### src/rtl/tx_arbiter_if.sv
// 8-bit AXI-stream link: tdata/tvalid/tlast flow downstream, tready flows back.
interface tx_arbiter_if;
    logic [7:0] tdata;
    logic       tvalid;
    logic       tlast;
    logic       tready;

    modport master (output tdata, output tvalid, output tlast, input tready);
    modport slave  (input tdata, input tvalid, input tlast, output tready);
endinterface

### src/rtl/tx_arbiter.sv
// Round-robin, frame-atomic ARP/UDP -> MAC stream arbiter with inter-frame gap and length cap.
// Grant one cycle after request, zero-latency pass-through; mac tready stalls the owner in place.
module tx_arbiter #(
    parameter int IFG_CYCLES    = 12,
    parameter int MAX_FRAME_LEN = 1514
) (
    input  logic         clk,
    input  logic         reset,
    tx_arbiter_if.slave  arp_axis,
    tx_arbiter_if.slave  udp_axis,
    tx_arbiter_if.master mac_axis,
    output logic [1:0]   grant_out,
    output logic         trunc_err_out
);
    typedef enum logic [2:0] {IDLE, SEND_ARP, SEND_UDP, DROP, GAP} state_t;

    localparam logic [15:0] LAST_BEAT  = 16'(MAX_FRAME_LEN - 1);
    localparam logic [15:0] GAP_LAST   = (IFG_CYCLES > 0) ? 16'(IFG_CYCLES - 1) : 16'd0;
    localparam state_t      FRAME_DONE = (IFG_CYCLES > 0) ? GAP : IDLE;

    state_t      state_q, state_d;
    logic        own_q, own_d;     // current/most recent owner: 1 = UDP
    logic        last_q, last_d;   // owner of the last completed frame: 1 = UDP
    logic [15:0] beat_q, beat_d;
    logic [15:0] gap_q, gap_d;

    logic [7:0]  src_dat;
    logic        src_vld;
    logic        src_lst;
    logic        src_rdy;

    always_comb begin
        src_dat = own_q ? udp_axis.tdata  : arp_axis.tdata;
        src_vld = own_q ? udp_axis.tvalid : arp_axis.tvalid;
        src_lst = own_q ? udp_axis.tlast  : arp_axis.tlast;
    end

    always_comb begin
        state_d          = state_q;
        own_d            = own_q;
        last_d           = last_q;
        beat_d           = beat_q;
        gap_d            = gap_q;
        src_rdy          = 1'b0;
        grant_out        = 2'b00;
        trunc_err_out    = 1'b0;
        mac_axis.tdata   = 8'h00;
        mac_axis.tvalid  = 1'b0;
        mac_axis.tlast   = 1'b0;

        case (state_q)
            IDLE: begin
                if (arp_axis.tvalid || udp_axis.tvalid) begin
                    // On a tie the source that did not own the last frame wins.
                    own_d   = udp_axis.tvalid && (!arp_axis.tvalid || !last_q);
                    state_d = own_d ? SEND_UDP : SEND_ARP;
                end
            end
            SEND_ARP, SEND_UDP: begin
                grant_out       = own_q ? 2'b10 : 2'b01;
                mac_axis.tdata  = src_dat;
                mac_axis.tvalid = src_vld;
                mac_axis.tlast  = src_lst;
                src_rdy         = mac_axis.tready;
                if (src_vld && mac_axis.tready) begin
                    if (src_lst) begin
                        beat_d  = 16'd0;
                        last_d  = own_q;
                        gap_d   = 16'd0;
                        state_d = FRAME_DONE;
                    end else if (beat_q == LAST_BEAT) begin
                        mac_axis.tlast = 1'b1;
                        trunc_err_out  = 1'b1;
                        beat_d         = beat_q + 16'd1;
                        state_d        = DROP;
                    end else begin
                        beat_d = beat_q + 16'd1;
                    end
                end
            end
            DROP: begin
                grant_out = own_q ? 2'b10 : 2'b01;
                src_rdy   = 1'b1;
                if (src_vld && src_lst) begin
                    beat_d  = 16'd0;
                    last_d  = own_q;
                    gap_d   = 16'd0;
                    state_d = FRAME_DONE;
                end
            end
            GAP: begin
                if (gap_q == GAP_LAST) begin
                    gap_d   = 16'd0;
                    state_d = IDLE;
                end else begin
                    gap_d = gap_q + 16'd1;
                end
            end
            default: state_d = IDLE;
        endcase

        arp_axis.tready = src_rdy && !own_q;
        udp_axis.tready = src_rdy &&  own_q;
    end

    always_ff @(posedge clk or posedge reset) begin
        if (reset) begin
            state_q <= IDLE;
            own_q   <= 1'b0;
            last_q  <= 1'b1;
            beat_q  <= 16'd0;
            gap_q   <= 16'd0;
        end else begin
            state_q <= state_d;
            own_q   <= own_d;
            last_q  <= last_d;
            beat_q  <= beat_d;
            gap_q   <= gap_d;
        end
    end
endmodule

### src/flat_wrapper.sv
// flat-port wrapper written by rule: the top's interface ports become plain ports
module tx_arbiter_flat 
#(
    parameter int IFG_CYCLES    = 12,
    parameter int MAX_FRAME_LEN = 1514
)
  (clk, reset, grant_out, trunc_err_out, arp_axis_tdata, arp_axis_tvalid, arp_axis_tlast, arp_axis_tready, udp_axis_tdata, udp_axis_tvalid, udp_axis_tlast, udp_axis_tready, mac_axis_tdata, mac_axis_tvalid, mac_axis_tlast, mac_axis_tready);
  tx_arbiter_if arp_axis_i ();
  tx_arbiter_if udp_axis_i ();
  tx_arbiter_if mac_axis_i ();
  input  logic clk;
  input  logic reset;
  output logic [1:0] grant_out;
  output logic trunc_err_out;
  input wire logic [$bits(arp_axis_i.tdata)-1:0] arp_axis_tdata;
  input wire logic [$bits(arp_axis_i.tvalid)-1:0] arp_axis_tvalid;
  input wire logic [$bits(arp_axis_i.tlast)-1:0] arp_axis_tlast;
  output wire logic [$bits(arp_axis_i.tready)-1:0] arp_axis_tready;
  input wire logic [$bits(udp_axis_i.tdata)-1:0] udp_axis_tdata;
  input wire logic [$bits(udp_axis_i.tvalid)-1:0] udp_axis_tvalid;
  input wire logic [$bits(udp_axis_i.tlast)-1:0] udp_axis_tlast;
  output wire logic [$bits(udp_axis_i.tready)-1:0] udp_axis_tready;
  output wire logic [$bits(mac_axis_i.tdata)-1:0] mac_axis_tdata;
  output wire logic [$bits(mac_axis_i.tvalid)-1:0] mac_axis_tvalid;
  output wire logic [$bits(mac_axis_i.tlast)-1:0] mac_axis_tlast;
  input wire logic [$bits(mac_axis_i.tready)-1:0] mac_axis_tready;
  assign arp_axis_i.tdata = arp_axis_tdata;
  assign arp_axis_i.tvalid = arp_axis_tvalid;
  assign arp_axis_i.tlast = arp_axis_tlast;
  assign arp_axis_tready = arp_axis_i.tready;
  assign udp_axis_i.tdata = udp_axis_tdata;
  assign udp_axis_i.tvalid = udp_axis_tvalid;
  assign udp_axis_i.tlast = udp_axis_tlast;
  assign udp_axis_tready = udp_axis_i.tready;
  assign mac_axis_tdata = mac_axis_i.tdata;
  assign mac_axis_tvalid = mac_axis_i.tvalid;
  assign mac_axis_tlast = mac_axis_i.tlast;
  assign mac_axis_i.tready = mac_axis_tready;
  tx_arbiter #(.IFG_CYCLES(IFG_CYCLES), .MAX_FRAME_LEN(MAX_FRAME_LEN)) u_core (.clk(clk), .reset(reset), .arp_axis(arp_axis_i), .udp_axis(udp_axis_i), .mac_axis(mac_axis_i), .grant_out(grant_out), .trunc_err_out(trunc_err_out));
endmodule
### config.mk
export PLATFORM = sky130hd
export DESIGN_NAME = tx_arbiter_flat
export DESIGN_NICKNAME = d
export VERILOG_FILES = /design/src/rtl/tx_arbiter_if.sv /design/src/rtl/tx_arbiter.sv /design/src/flat_wrapper.sv
export SDC_FILE = /design/constraint.sdc
export NUM_CORES = 1
export LEC_CHECK = 0
export BUFFER_PORTS_ARGS = -buffer_cell sky130_fd_sc_hd__buf_4
export CORE_UTILIZATION = 45
export DETAILED_ROUTE_END_ITERATION = 12
export GPL_TIMING_DRIVEN = 0
export PLACE_DENSITY = 0.66
export RECOVER_POWER = 50
export SYNTH_ARGS = -nofsm -noshare
export SYNTH_HDL_FRONTEND = slang
export SYNTH_SLANG_ARGS = --single-unit
### constraint.sdc
create_clock -name clk -period 2.2 [get_ports clk]
set_input_delay 0.11 -clock clk [delete_from_list [all_inputs] [get_ports clk]]
set_output_delay 0.11 -clock clk [all_outputs]
set_load 0.02 [all_outputs]
==> key figures <==
Final layout
  – Fraction of final layout cells with drive strength greater than 1: 22.7%
  – Fillcell total: 492
  – Final Cell Area: 2920 um^2
  – Net count reported at finish: 338
  – Area taken by multi-input logic gates: 1410 um^2
  – Antenna diode count: 0
  – Post-layout instance count excluding filler cells: 383
  – Total area of sequential cells: 927 um^2
  – Layout Area Growth over Synthesis: 21.3%

Clocking
  – Root buffer cell: clkbuf_8
  – Clock transition at the register clock pins on the worst setup and hold paths after CTS: 0.08 ns
  – CTS tree: yes
  – Clock network latency to the later pin of the worst-skew pair: 0.30 ns
  – CTS sink count: 37
  – H-Tree Level Count: 2
  – Number of buffers inserted by hold repair at cts: 0
  – Number of buffers on the longest clock path: 2
  – TritonCTS buffer count: 5

Setup path
  – CP required: 2.09 ns
  – Highest net fanout along the worst path: 2
  – Top delay family on crit path: simple AND/OR/NAND/NOR gates
  – Largest stage delay on the critical path: 0.55 ns
  – Kind of end point of the critical path: primary output
  – Cell type of the slowest stage on the worst timing path: or4b_4
  – Arrival time reported for the critical path endpoint: 2.03 ns
  – Crit path buffers/inverters: 1
  – Cells traversed along the worst timing path: or4b_4 > nor4_4 > nand3_2 > a21oi_2 > buf_4
  – Startpoint types: register
  – Critical path class: reg -> out

Floorplanning
  – Chip Width: 75.1 um
  – Die area: 5640 um^2
  – IO Pins: 38
  – Row cnt: 26
  – Floorplan Core Area: 5140 um^2
  – Initial core utilization: 46.8%
  – Die height: 75.1 um

Global routing
  – Vias in the first global route: 2007
  – Aggregate global-route resource usage: 21.9%
  – Maximum number of pins on one net before global-route repair: 38
  – First-pass GRT wire length: 9340 um
  – Overflow after GRT: 0
  – Number of antenna violations at the first check in global routing: 0

Route
  – Iteration-0 DRC Markers: 163
  – Antenna Violating Nets Remaining: 0
  – Wire length reported by the detailed router: 5640 um
  – Number of design rule violations left after detail routing: 0
  – Routed wire length per instance: 14.7 um
  – Number of iterations in the first detailed-routing pass: 4
  – Count of vias placed by the detailed router: 2170
  – Average via count per standard cell: 5.67

Timing
  – Endpoints failing setup: 0
  – Post-route worst hold slack: 0.149 ns
  – Pins over their slew limit: 0
  – Unrepaired setup endpoints after global routing: no
  – Worst-case headroom to the max-slew limit: 4.38%
  – Worst Max-Slew Pin Slew: 1.43 ns
  – Min Tclk post-route: 2.14 ns
  – Setup clock skew after layout: 0.0124 ns
  – Period utilisation layout: 97.2%
  – Total negative setup slack: 0 ns
  – Max Fclk: 0.468 GHz
  – Setup slack of the critical path after layout: 0.0620 ns
  – Final Hold Violating Endpoints: 0

Synthesis
  – Synthesized instance count: 267
  – Simple-gate portion of the synthesized area: 26.7%
  – Number of nets in the synthesized netlist: 293
  – Synthesized area divided by synthesized cell count: 9.00 um^2
  – Post-Synth Adder-Cell Area: 1.98%
  – Sequential area share after synthesis: 38.6%
  – Main combinational cell family by area after synthesis: simple AND/OR/NAND/NOR gates
  – Post-synthesis xor/xnor area fraction: 3.64%
  – Number of synthesized flops with an enable pin: 0
  – Ys flop type: dfrtp_1
  – Multiplexer share of the synthesized area: 7.24%
  – Share of async-settable or async-resettable flops after synthesis: 100%
  – Count of yosys warnings during synthesis: 0
  – Number of different library cells in the post-synthesis netlist: 54
  – Flip-flop and latch count after synthesis: 37
  – Post-synthesis cell area: 2400 um^2
  – Compound-Gate Fraction of Synth Area: 18.0%

Pwr
  – Worst IR drop on VDD: 0.000837 V
  – Ratio of total power to cell area: 1120 nW/um^2
  – Leakage power figure: 1.26 nW

Place
  – Port Buf Inserts: 37
  – Setup slack after placement: 0.159 ns
  – Detail Placement HPWL: 4000 um
  – Routability congestion estimate from global placement: 0.783
  – Number of cells in the design after placement: 374
  – Post-place instance area: 2770 um^2

Run
  – Number of maximum-capacitance constraint violations: 0

Min path
  – Tightest Hold Check Type: in -> reg

Run status
  – Run status: complete, no violations
worst register-to-register path, stage by stage (launching register included):
cell,delay (ns)
dfrtp_1,0.39
ha_1,0.24
nor4bb_1,0.22
and4_1,0.30
or2_1,0.11
buf_2,0.19
buf_2,0.25
o21ai_0,0.12
o2bb2ai_1,0.15
final timing paths:
| kind | startpoint | endpoint | slack (ns) | depth (start not counted) |
|---|---|---|---|---|
| max in group asynchronous | reset | u_core.own_q | 1.12 | 2 |
| setup reg to reg | u_core.gap_q[0] | u_core.gap_q[4] | 0.11 | 8 |
| setup / recovery | u_core.beat_q[2] | mac_axis_tlast | 0.06 | 5 |
| hold reg to reg | u_core.beat_q[8] | u_core.beat_q[8] | 0.52 | 1 |
| min in group asynchronous | reset | u_core.gap_q[5] | 0.24 | 2 |
| hold / removal | arp_axis_tvalid | u_core.own_q | 0.15 | 3 |
placed cells by master (no fill, tap or decap), types with 4 or more instances in the layout:
master,n
a21oi_1,8
nor3_1,12
nand2_1,22
nand3_1,12
buf_2,6
clkbuf_8,6
mux2i_1,11
a22o_1,5
xnor2_1,7
nor2_1,22
and3_1,5
inv_1,6
clkbuf_1,5
nor4_1,4
a21o_1,5
o31ai_1,5
nand2b_1,5
buf_4,38
or3_1,7
and4_1,4
o21ai_0,27
nand4_1,6
dfrtp_1,36
synth_stat cells (5+ instances only):
master | instances | share of area (%)
o21ai_0 | 27 | 5.6
nand2b_1 | 5 | 1.3
inv_1 | 6 | 0.94
nand2_1 | 22 | 3.4
nand3_1 | 13 | 2.7
nor2_1 | 22 | 3.4
xnor2_1 | 7 | 2.6
a21oi_1 | 9 | 1.9
buf_2 | 6 | 1.2
nand4_1 | 6 | 1.6
and3_1 | 5 | 1.3
a22o_1 | 5 | 1.8
or3_1 | 7 | 1.8
mux2i_1 | 11 | 4.6
nor3_1 | 13 | 2.7
o31ai_1 | 5 | 1.6
a21o_1 | 5 | 1.6
dfrtp_1 | 36 | 37
report_power, final:
group / leakage [nW] / switching (W) / internal, W
logic: 0.695 / 0.000959 / 0.000691
clock network: 0.0585 / 0.000257 / 0.000370
registers: 0.503 / 0.000165 / 0.000827
total: 1.26 / 0.00138 / 0.00189
stage by stage:
stage | util [%] | total power, W
floorplan | - | 0.00213
global placement | 53.9 | 0.00261
finish | 56.7 | 0.00327
global route | 56.7 | 0.00348
detailed placement | 53.9 | 0.00263
CTS | 56.7 | 0.00329
cell families (layout without fill, tap and decap cells):
logic type / after synthesis / after routing
and+or+nand+nor: 118 / 118
AOI/OAI and AO/OA: 65 / 65
DFF: 37 / 37
buffers and inverters: 18 / 64
muxes: 15 / 15
xor gates and xnor gates: 10 / 10
adders and majority gates: 4 / 4
layout make-up:
cell class | count | share of cell area, %
timing repair buffer | 38 | 9.79
sequential | 37 | 31.8
tap | 70 | 3.00
inverter | 6 | 0.773
buffer | 12 | 2.19
multi-input combinational | 212 | 48.5
clock inverter | 1 | 1.03
clock buffer | 7 | 2.96
flip-flops by register name, indices dropped and copies added (netlist names):
register        cells
u_core.gap_q       16
u_core.beat_q      16
u_core.own_q        1
u_core.state_q      3
u_core.last_q       1
layer usage:
layer	track usage (%)	up-vias	share of wire [%]
met5	0	-	0
met4	6.92	0	1.1
met3	3.75	5	3.4
met2	36.6	49	46
met1	29.0	1039	49
li1	-	1077	-
timing repair:
action | CTS | global route
pin swaps | 1 | 1
setup buffers | 1 | 0
gates cloned | 0 | 0
gates resized for setup | 4 | 2
hold endpoints to repair | 0 | 0
endpoints found under the setup margin | 2 | 2
No activity file was read; power rests on OpenSTA's default activity.
